===== src/rtl/imem_loader_pkg.sv =====
// Shared types and constants for the boot-time instruction-memory loader.
package imem_loader_pkg;

    typedef enum logic [2:0] {
        LEN_HI,
        LEN_LO,
        DATA,
        CHECK,
        DONE,
        ERROR
    } ld_state_t;

    localparam int HDR_BYTES  = 2;
    localparam int WORD_BYTES = 4;

endpackage : imem_loader_pkg


===== src/rtl/imem_loader.sv =====
// Boot loader: byte stream (BE length, payload, XOR checksum) -> sequential 32-bit imem writes, then CPU release.
// Latency: write strobe one cycle after the edge accepting a word's 4th byte; cpu_run_out on the checksum edge.
// Backpressure: none inside receive states (ready tracks state only); ready low in DONE/ERROR until start_in.
module imem_loader
    import imem_loader_pkg::*;
#(
    parameter int MAX_WORDS = 256,
    parameter int CNT_W     = 16
) (
    input  logic        CLK_IN,
    input  logic        GLOBALRESET,
    input  logic        start_in,
    input  logic        rx_valid_in,
    input  logic [7:0]  rx_data_in,
    output logic        rx_ready_out,
    output logic        imem_we_out,
    output logic [31:0] imem_addr_out,
    output logic [31:0] imem_data_out,
    output logic        cpu_run_out,
    output logic        busy_out,
    output logic        error_out
);

    localparam int ASM_W = 8 * (WORD_BYTES - 1);

    ld_state_t          state_q, state_d;
    logic [7:0]         len_hi_q;
    logic [CNT_W-1:0]   len_q;
    logic [CNT_W-1:0]   idx_q;
    logic [1:0]         byte_cnt_q;
    logic [ASM_W-1:0]   asm_q;
    logic [7:0]         xor_q;
    logic               we_q;
    logic [31:0]        addr_q;
    logic [31:0]        data_q;

    logic               rx_fire;
    logic [8*HDR_BYTES-1:0] hdr_len;
    logic [31:0]        asm_next;
    logic               last_byte;
    logic               last_word;

    assign rx_fire   = rx_valid_in & rx_ready_out;
    assign hdr_len   = {len_hi_q, rx_data_in};
    assign asm_next  = {asm_q, rx_data_in};
    assign last_byte = (byte_cnt_q == 2'(WORD_BYTES - 1));
    assign last_word = (idx_q == (len_q - CNT_W'(1)));

    always_ff @(posedge CLK_IN or negedge GLOBALRESET) begin
        if (!GLOBALRESET) begin
            state_q <= LEN_HI;
        end else begin
            state_q <= state_d;
        end
    end

    always_comb begin
        state_d      = state_q;
        rx_ready_out = 1'b0;
        busy_out     = 1'b0;
        cpu_run_out  = 1'b0;
        error_out    = 1'b0;
        case (state_q)
            LEN_HI: begin
                rx_ready_out = 1'b1;
                busy_out     = 1'b1;
                if (rx_fire) state_d = LEN_LO;
            end
            LEN_LO: begin
                rx_ready_out = 1'b1;
                busy_out     = 1'b1;
                if (rx_fire) begin
                    if (int'(hdr_len) > MAX_WORDS) state_d = ERROR;
                    else if (hdr_len == '0)        state_d = CHECK;
                    else                           state_d = DATA;
                end
            end
            DATA: begin
                rx_ready_out = 1'b1;
                busy_out     = 1'b1;
                if (rx_fire && last_byte && last_word) state_d = CHECK;
            end
            CHECK: begin
                rx_ready_out = 1'b1;
                busy_out     = 1'b1;
                if (rx_fire) state_d = (rx_data_in == xor_q) ? DONE : ERROR;
            end
            DONE: begin
                cpu_run_out = 1'b1;
                if (start_in) state_d = LEN_HI;
            end
            ERROR: begin
                error_out = 1'b1;
                if (start_in) state_d = LEN_HI;
            end
            default: state_d = LEN_HI;
        endcase
    end

    // Address/data stay on the bus between strobes; only the strobe is a pulse.
    always_ff @(posedge CLK_IN or negedge GLOBALRESET) begin
        if (!GLOBALRESET) begin
            len_hi_q   <= '0;
            len_q      <= '0;
            idx_q      <= '0;
            byte_cnt_q <= '0;
            asm_q      <= '0;
            xor_q      <= '0;
            we_q       <= 1'b0;
            addr_q     <= '0;
            data_q     <= '0;
        end else begin
            we_q <= 1'b0;
            if (rx_fire) xor_q <= xor_q ^ rx_data_in;
            case (state_q)
                LEN_HI: if (rx_fire) len_hi_q <= rx_data_in;
                LEN_LO: if (rx_fire) len_q <= CNT_W'(hdr_len);
                DATA: begin
                    if (rx_fire) begin
                        asm_q      <= asm_next[ASM_W-1:0];
                        byte_cnt_q <= byte_cnt_q + 2'd1;
                        if (last_byte) begin
                            we_q   <= 1'b1;
                            data_q <= asm_next;
                            addr_q <= 32'({idx_q, 2'b00});
                            idx_q  <= idx_q + CNT_W'(1);
                        end
                    end
                end
                DONE, ERROR: begin
                    if (start_in) begin
                        idx_q      <= '0;
                        xor_q      <= '0;
                        byte_cnt_q <= '0;
                    end
                end
                default: ;
            endcase
        end
    end

    assign imem_we_out   = we_q;
    assign imem_addr_out = addr_q;
    assign imem_data_out = data_q;

endmodule : imem_loader


===== config.mk =====
export PLATFORM = sky130hd
export DESIGN_NAME = imem_loader
export DESIGN_NICKNAME = d
export VERILOG_FILES = /design/src/rtl/imem_loader_pkg.sv /design/src/rtl/imem_loader.sv
export SDC_FILE = /design/constraint.sdc
export NUM_CORES = 1
export LEC_CHECK = 0
export ABC_AREA = 1
export BUFFER_PORTS_ARGS = -buffer_cell sky130_fd_sc_hd__buf_2
export CAP_MARGIN = 30
export CORE_ASPECT_RATIO = 1.4
export CORE_MARGIN = 2
export CORE_UTILIZATION = 47
export DETAILED_ROUTE_END_ITERATION = 10
export PLACE_DENSITY = 0.67
export SLEW_MARGIN = 20
export SYNTH_ARGS = -nofsm -noshare
export SYNTH_HDL_FRONTEND = slang
export SYNTH_SLANG_ARGS = --single-unit

===== constraint.sdc =====
create_clock -name CLK_IN -period 2.55 [get_ports CLK_IN]
set_clock_uncertainty 0.1 [all_clocks]
set_input_delay 0.51 -clock CLK_IN [delete_from_list [all_inputs] [get_ports CLK_IN]]
set_output_delay 0.51 -clock CLK_IN [all_outputs]
set_load 0.02 [all_outputs]

After elaboration in Yosys (flattened, before gate mapping):

Index checks and enable logic that the tools add are counted.

* flip-flop bits (word level): 126
* bits of input ports: 12
* output and inout port bits: 69

* $add $sub $neg: 3
* order comparisons: 1
* equal/unequal tests: 15
* muxes and demuxes: 25
* bitwise gates (word level): 2
* reductions and logical operators: 14

Operators by type and width (count)
* $mux W16: 3
* $pmux W16 S2: 1
* $mux W8: 3
* $mux W3: 6
* $add A16 B1 Y16 const B: 1
* $eq A16 B16 Y1: 1
* $gt A16 B9 Y1 const B: 1
* $logic_not A16 Y1: 1
* $sub A16 B1 Y16 const B: 1
* $pmux W3 S5: 1
* $ne A2 B2 Y1 const B: 6
* $eq A8 B8 Y1: 1
* $mux W1: 8
* $xor A8 B8 Y8: 1
* $eq A3 B2 Y1 const B: 2
* $eq A3 B3 Y1 const B: 2
* $reduce_and A2 Y1: 3
* $reduce_and A3 Y1: 2
* $reduce_and A5 Y1: 1
* $mux W2: 2
* $pmux W2 S2: 1
* $reduce_and A4 Y1: 1
* $reduce_or A4 Y1: 1
* $eq A3 B1 Y1 const B: 1
* other kinds (8): 9

Logic depth before layout (Yosys ltp):

Gate-level depths: netlist of run 1.

* word-level depth: 8
* mapped depth: 15
* gate-level depth less buffers: 15

Worst setup path after synthesis of run 1:

OpenSTA, ideal clock, no wires.

* kind: register to register
* start point: register state_q[2]
* end point: register idx_q[14]
* arrival time: 1.640 ns
* data required time: 2.329 ns
* setup slack: 0.690 ns
* stages on the path, launching flop included: 13
* buffers on the path: 0
* period minus slack after synthesis: 1.860 ns
* cells stage by stage: dfrtp_1 inv_2 nand2_2 nor2_4 nand2_4 nand2_4 nand3_1 nor2_1 nand2_1 nor2_2 nand2_1 o21ai_1 a21oi_1

* word-level cells in the longest chain between the ends: 6

RTL lines
* from (decl): line imem_loader.sv:26 `ld_state_t state_q, state_d;`
* from (signal assigned): line imem_loader.sv:53 `state_q <= state_d;`
* $eq A3 B2 Y1 (tied with other cells)
* $reduce_or A4 Y1 (no line) *
* $mux W1 *
* net busy_out: line imem_loader.sv:20 `output logic busy_out,`
* $and A1 B1 Y1 *: line imem_loader.sv:43 `assign rx_fire = rx_valid_in & rx_ready_out;`
* $ne A2 B2 Y1 (no line) *
* $reduce_and A4 Y1 (no line) *
* to (signal assigned): line imem_loader.sv:126 `idx_q <= idx_q + CNT_W'(1);`
* to (decl): line imem_loader.sv:29 `logic [CNT_W-1:0] idx_q;`

Mark *: on every way through the listed nets, which the timed path passes. The rest lies on a longest branch.
A chain may end at the register's enable or synchronous reset.

Final worst setup path of run 1:

* start point: register len_q[0]
* end point: register state_q[0]

* word-level cells in the longest chain between the ends: 5

RTL lines
* from (decl): line imem_loader.sv:28 `logic [CNT_W-1:0] len_q;`
* from (signal assigned): line imem_loader.sv:117 `LEN_LO: if (rx_fire) len_q <= CNT_W'(hdr_len);`
* $sub A16 B1 Y16: line imem_loader.sv:47 `assign last_word = (idx_q == (len_q - CNT_W'(1)));`
* $eq A16 B16 Y1: line imem_loader.sv:47
* $logic_and A1 B1 Y1: line imem_loader.sv:81 `if (rx_fire && last_byte && last_word) state_d = CHECK;`
* $ne A2 B2 Y1 (no line)
* $reduce_and A5 Y1 (no line)

Every way passes these cells.

==> results.yml, run 1 <==
run_status:
  status: "finished, final reports clean"
sta:
  hold_ws_ns: 0.286
  maxSlewViolCount: 0
  tightest_slew_ns: 0.649
  fin_crit_ns: 2.24
  rsz0062_at_grt: "false"
  max_freq_ghz: 0.446
  setup_viol: 0
  hold_viol_final: 0
  worst_slack_ns: 0.306
  fin_tns_setup_ns: 0
  fin_crit_sh_pct: 88.0
  slew_headroom_pct: 56.6
layout:
  final_util_pct: 56.1
  final_common_cell: "nand2_1"
  synthToLayoutAreaGrowth_pct: 17.8
  fin_nets: 777
  final_cell_mix: "nand2_1, dfrtp_1, o21ai_0, inv_1, buf_2"
  antennaDiodeCount: 0
  final_layout_size_suffix_gt1_share_pct: 15.4
synthesis:
  postSynthCellCount: 694
  ys_seq_area_share_pct: 54.3
  synth-main-ff-cell: "dfrtp_1"
  syn_avg_cell_area_um2: 8.37
  synthArstFlopShare_pct: 100
  yosysUniqueCellTypes: 29
  synthTopCellsByArea: "dfrtp_1, nand2_1, o21ai_0, inv_1, nor2_1"
  yosysWarnings: 0
  yosysTopAreaCell: "dfrtp_1"
  yosys_register_bits: 126
  synth_area_um2: 5810
  synth_edf_count: 0
  synth_top_area_share_pct: 54.3
flow_run:
  max_cap_viol_count: 0
cts:
  clockBufferDepth: 2
  cts_root_buf: "clkbuf_16"
  clock_sinks: 126
  cts_buffers: 17
  cts_resized: 0
  clkTransAtPathRegs_ns: 0.06
  insertion_delay_ns: 0.41
  cts_tree: "done"
  htree_levels: 4
route:
  drt_iter0_markers: 230
  via_per_inst: 5.00
  postRouteAntennaNets: 0
  drcViolationCount: 0
  dr.pass1.iters: 5
  vias: 4616
  wirelength_um: 12700
  wl_per_cell_um: 13.7
floorplan:
  fp.coreArea_um2: 12200
  start_util_pct: 47.6
  die_width_um: 97.9
  fp.dieH_um: 136
  die_area_um2: 13300
  num_rows: 48
  boundaryPins: 81
setup_path:
  cp_max_fo: 5
  criticalPathCategory: "flop to flop"
  worstPathRequired_ns: 2.76
  cp_data_arrival_time_ns: 2.45
  cp-end-kind: "flop"
  start_kind: "flop"
  rr_worst_depth: 13
grt:
  antenna_found_initial: 0
  grt_usage_pct: 20.3
  overflow: 0
  grt_pass1_wl_um: 21500
  grt_pass1_vias: 4450
  grt_max_degree: 54
power:
  p_leak_nw: 3.52
  peakVddDrop_mv: 0.655
  p_per_area_nw_per_um2: 963
worst_hold_path:
  hold_path.class: "input pin to flop"
  holdPathStages: 4
placed_design:
  port_buffers: 64
  dp_hpwl_um: 9000
  post-place-ws_ns: 0.330
  place.gp.congestion: 0.863
-- cell usage after synthesis (2+ instances only) --
cell,n
nand3b_1,3
ha_1,3
nor2_1,62
nor3_1,10
xor2_1,19
nand2_4,3
nand4_1,7
nor2_4,3
nand2_1,184
o21ai_0,103
buf_1,2
buf_4,17
o21a_1,3
o21ai_1,4
nand3_1,24
inv_2,3
buf_2,2
xnor2_1,4
nand2_2,4
a21oi_1,16
inv_1,67
clkbuf_1,19
dfrtp_1,126
-- path summary, 6_finish.rpt --
path,startpoint,endpoint,slack (ns)
max reg2reg,len_q[0],state_q[0],0.31
min reg2reg,asm_q[17],imem_data_out[25],0.37
min in group asynchronous,GLOBALRESET,xor_q[1],0.53
max in group asynchronous,GLOBALRESET,asm_q[14],1.10
min,start_in,state_q[2],0.29
max,len_q[0],state_q[0],0.31
-- worst max-delay path, stage by stage, from the launching register on --
cell,delay [ns]
dfrtp_1,0.42
inv_1,0.10
ha_1,0.21
nand2_1,0.15
nor2_1,0.26
nand2_1,0.12
nand3_1,0.10
nand2_1,0.06
nor3_1,0.17
nand3_1,0.15
nand2_1,0.14
nand2_1,0.06
nand2_1,0.05
nand2_1,0.05
-- power breakdown --
| group | internal [mW] | total, mW | switching, mW |
|---|---|---|---|
| logic | 0.546 | 1.56 | 1.01 |
| registers | 2.32 | 2.59 | 0.268 |
| clock network | 1.53 | 2.44 | 0.905 |
-- sequential cells by signal, indices dropped and copies added, names as in the netlist --
name / cells
imem_data_out: 32
asm_q: 24
idx_q: 16
imem_addr_out: 16
len_q: 16
len_hi_q: 8
xor_q: 8
state_q: 3
byte_cnt_q: 2
imem_we_out: 1
-- area by class of cell --
type	instances	area (µm²)
Clock inverter	13	165
Clock buffer	18	429
Multi-Input combinational cell	473	2230
Sequential cell	126	3150
Tap cell	150	188
Timing Repair Buffer	74	413
Fill cell	1102	5350
Inverter	70	263
-- what timing repair did --
action                                 CTS  global route
endpoints found under the hold margin    6             0
buffers inserted                         0             0
hold buffers                             1             0
-- routing by layer --
layer	wire length (µm)	GRT usage, %	vias to the layer above
li1	-	-	2307
met1	5520	25.8	2183
met2	6460	33.8	104
met3	507	4.95	22
met4	208	7.18	0
met5	0	0	-
-- metrics by stage --
step	instances	instance area, µm²	power, mW
after floorplan	709	5860	3.77
after global placement	892	6240	4.11
after detailed placement	892	6240	4.18
after CTS	924	6840	6.63
after global routing	924	6840	7.01
final	924	6840	6.59
-- cells by family (layout without fill, tap and decap cells) --
family                     Yosys count  in the layout  synth area share (%)
and+or+nand+nor                    303            303                  22.0
AOI/OAI and AO/OA                  127            127                  11.1
DFF                                126            126                  54.3
buffers and inverters              110            175                  8.25
xor gates and xnor gates            23             23                  3.47
adders and majority gates            3              3                 0.646
other                                1             16                0.0646
muxes                                1              1                 0.194
Note: power is estimated with default switching activity, not from simulation.
==> run 2, diff against run 1 <==
- ABC_AREA: 1 -> default
- GPL_TIMING_DRIVEN: default -> 0
==> results.yml, run 2 <==
synthesis:
  synth_top_area_share_pct: 54.6
  yosysTopAreaCell: "dfrtp_1"
  synth_top_family_by_area: "simple AND/OR/NAND/NOR gates"
  yosysWarnings: 0
  yosysUniqueCellTypes: 46
  syn_avg_cell_area_um2: 10.1
  synth_edf_count: 0
  ys_top_cells_by_count: "nand2_1, dfrtp_1, mux2_2"
  synth_most_common_cell: "nand2_1"
  muxShareOfSynthArea_pct: 9.17
  yosys_register_bits: 126
  synthTopCellsByArea: "dfrtp_1, nand2_1, mux2_2, xor2_1, xnor2_1"
  synthAdderAreaFrac_pct: 0.650
  ys_seq_area_share_pct: 54.6
  synth-main-ff-cell: "dfrtp_1"
  synth_area_um2: 5770
  synth_compound_area_share_pct: 3.51
  postSynthCellCount: 574
  synth_simple_gate_area_share_pct: 20.0
  synthXorXnorAreaFrac_pct: 7.43
  synthArstFlopShare_pct: 100
sta:
  tightest_slew_ns: 0.591
  fin_tns_setup_ns: -0.0853
  max_freq_ghz: 0.379
  rsz0062_at_grt: "true"
  hold_ws_ns: 0.237
  slew_headroom_pct: 60.4
  setup_viol: 1
  fin_crit_ns: 2.64
  fin_crit_sh_pct: 103
  maxSlewViolCount: 0
  worst_slack_ns: -0.0853
  hold_viol_final: 0
power:
  p_comb_share_pct: 23.0
  p_per_area_nw_per_um2: 893
  p_leak_nw: 3.63
  clkPwrFrac_pct: 35.7
  peakVddDrop_mv: 0.487
  power_switching_mw: 1.94
  swShare_pct: 30.8
  internal_power_mw: 4.34
  p_seq_share_pct: 41.4
layout:
  n_fill_cell: 1025
  register_area_um2: 3150
  final_cell_mix: "nand2_1, dfrtp_1, buf_2, mux2_2, nor2_1"
  stdcell_count: 836
  largest_reg_flops: 32
  final_common_cell: "nand2_1"
  fin_nets: 692
  final_layout_size_suffix_gt1_share_pct: 27.0
  synthToLayoutAreaGrowth_pct: 21.8
  multi_input_area_um2: 2490
  antennaDiodeCount: 0
  final_area_um2: 7030
  final_util_pct: 59.2
cts:
  htree_levels: 4
  clkTransAtPathRegs_ns: 0.06
  cts_root_buf: "clkbuf_16"
  insertion_delay_ns: 0.41
  clock_sinks: 126
  cts_tree: "done"
  clockBufferDepth: 2
  cts_buffers: 17
setup_path:
  cp_top_family: "simple AND/OR/NAND/NOR gates"
  start_kind: "flop"
  cp_max_fo: 5
  path_cells: "inv_2 -> ha_4 -> or3b_4 -> or3_4 -> xnor2_1 -> nor4_2 -> a41oi_2 -> mux2_4"
  criticalPathCategory: "flop to flop"
  cpPeakStageDelay_ns: 0.42
  cp_data_arrival_time_ns: 2.83
  crit_slowest_cell: "dfrtp_1"
  cp-end-kind: "flop"
  worst-path-buf-inv: 1
  worstPathRequired_ns: 2.75
run_status:
  status: "complete, but fails checks"
  failed_checks: "negative setup slack"
route:
  postRouteAntennaNets: 0
  drcViolationCount: 0
  wirelength_um: 12500
  dr.pass1.iters: 6
  wl_per_cell_um: 15.0
  drt_iter0_markers: 173
  vias: 4279
  via_per_inst: 5.12
placed_design:
  port_buffers: 64
  place.gp.congestion: 0.947
  placedCellCount: 802
  dp_hpwl_um: 8900
  dpl_cell_area_um2: 6380
floorplan:
  num_rows: 47
  start_util_pct: 48.6
  fp.coreArea_um2: 11900
  fp.dieH_um: 135
  boundaryPins: 81
  die_width_um: 97.7
  die_area_um2: 13200
flow_run:
  max_cap_viol_count: 0
worst_hold_path:
  hold_path.class: "input pin to flop"
grt:
  overflow: 0
  grt_max_degree: 76
  grt_pass1_vias: 4219
  antenna_found_initial: 0
  grt_usage_pct: 20.2
  grt_pass1_wl_um: 21000
-- run 2: changes by cell type after synthesis, moves of 5 or more --
cell	change
o21ai_0	-96
inv_1	-61
mux2_2	+45
nor2_1	-26
nand3_1	-15
nand2_1	-13
xnor2_1	+13
xor2_1	+13
a21oi_1	-10
nor4_1	+10
clkbuf_1	+6
and3_1	+5
-- run 2: through the flow --
step / worst slack (ns) / power, mW
final: -0.0853 / 6.28
after CTS: -0.0895 / 6.28
after global placement: -0.678 / 3.89
after detailed placement: -0.387 / 3.95
after global routing: -0.133 / 6.61
after floorplan: 0.0270 / 3.58
-- run 2: cell families (layout without fill, tap and decap cells) --
family / after synthesis / in the layout
simple gates: 267 / 267
compound gates: 29 / 29
fa+ha+maj: 3 / 3
buf+inv: 52 / 152
other cells: 1 / 16
mux: 47 / 47
flops: 126 / 126
xor+xnor: 49 / 49
-- run 2: layout make-up --
class                           instances  area share, %
Buffer                                 44           3.33
Clock buffer                           18           6.25
Clock inverter                         13           1.69
Inverter                                7          0.391
Multi-Input combinational cell        411           35.4
Sequential cell                       126           44.9
Tap cell                              147           2.62
Timing Repair Buffer                   70           5.52
-- run 2: power by group through the flow --
stage	clock network, mW	registers (mW)	logic [mW]
after global placement	0	2.60	1.29
after CTS	2.28	2.59	1.42
after floorplan	0	2.54	1.05
after detailed placement	0	2.62	1.34
final	2.24	2.60	1.44
after global routing	2.36	2.65	1.60
-- run 2: timing repair --
action                                  CTS  global route
gates resized for setup                  12             9
endpoints found under the setup margin   55            50
hold endpoints to repair                 51             0
setup buffers                             1             1
pin swaps                                 5             3
hold buffers                              1             0
-- run 2: path summary, 6_finish.rpt --
check	start	endpoint	slack [ns]	cells past startpoint
setup / recovery	len_q[0]	state_q[0]	-0.09	8
hold / removal	start_in	state_q[2]	0.24	2
setup reg to reg	len_q[0]	state_q[0]	-0.09	8
hold reg to reg	imem_addr_out[10]	imem_addr_out[10]	0.37	2
max in group asynchronous	GLOBALRESET	len_q[2]	1.10	3
min in group asynchronous	GLOBALRESET	xor_q[0]	0.51	2
-- run 2: worst register-to-register path, cell delays in order (launching register included) --
cell     delay, ns
dfrtp_1       0.42
inv_2         0.09
ha_4          0.14
or3b_4        0.42
or3_4         0.35
xnor2_1       0.14
nor4_2        0.34
a41oi_2       0.20
mux2_4        0.33
-- run 2: routing by layer --
metal | GRT usage, % | part of all wire (%) | vias up | routed length [µm]
met5 | 0 | 0 | - | 0
met4 | 8.56 | 2.3 | 0 | 287
met3 | 4.44 | 4.0 | 27 | 501
met2 | 35.4 | 52 | 111 | 6570
met1 | 24.0 | 41 | 2064 | 5170
li1 | - | - | 2077 | -
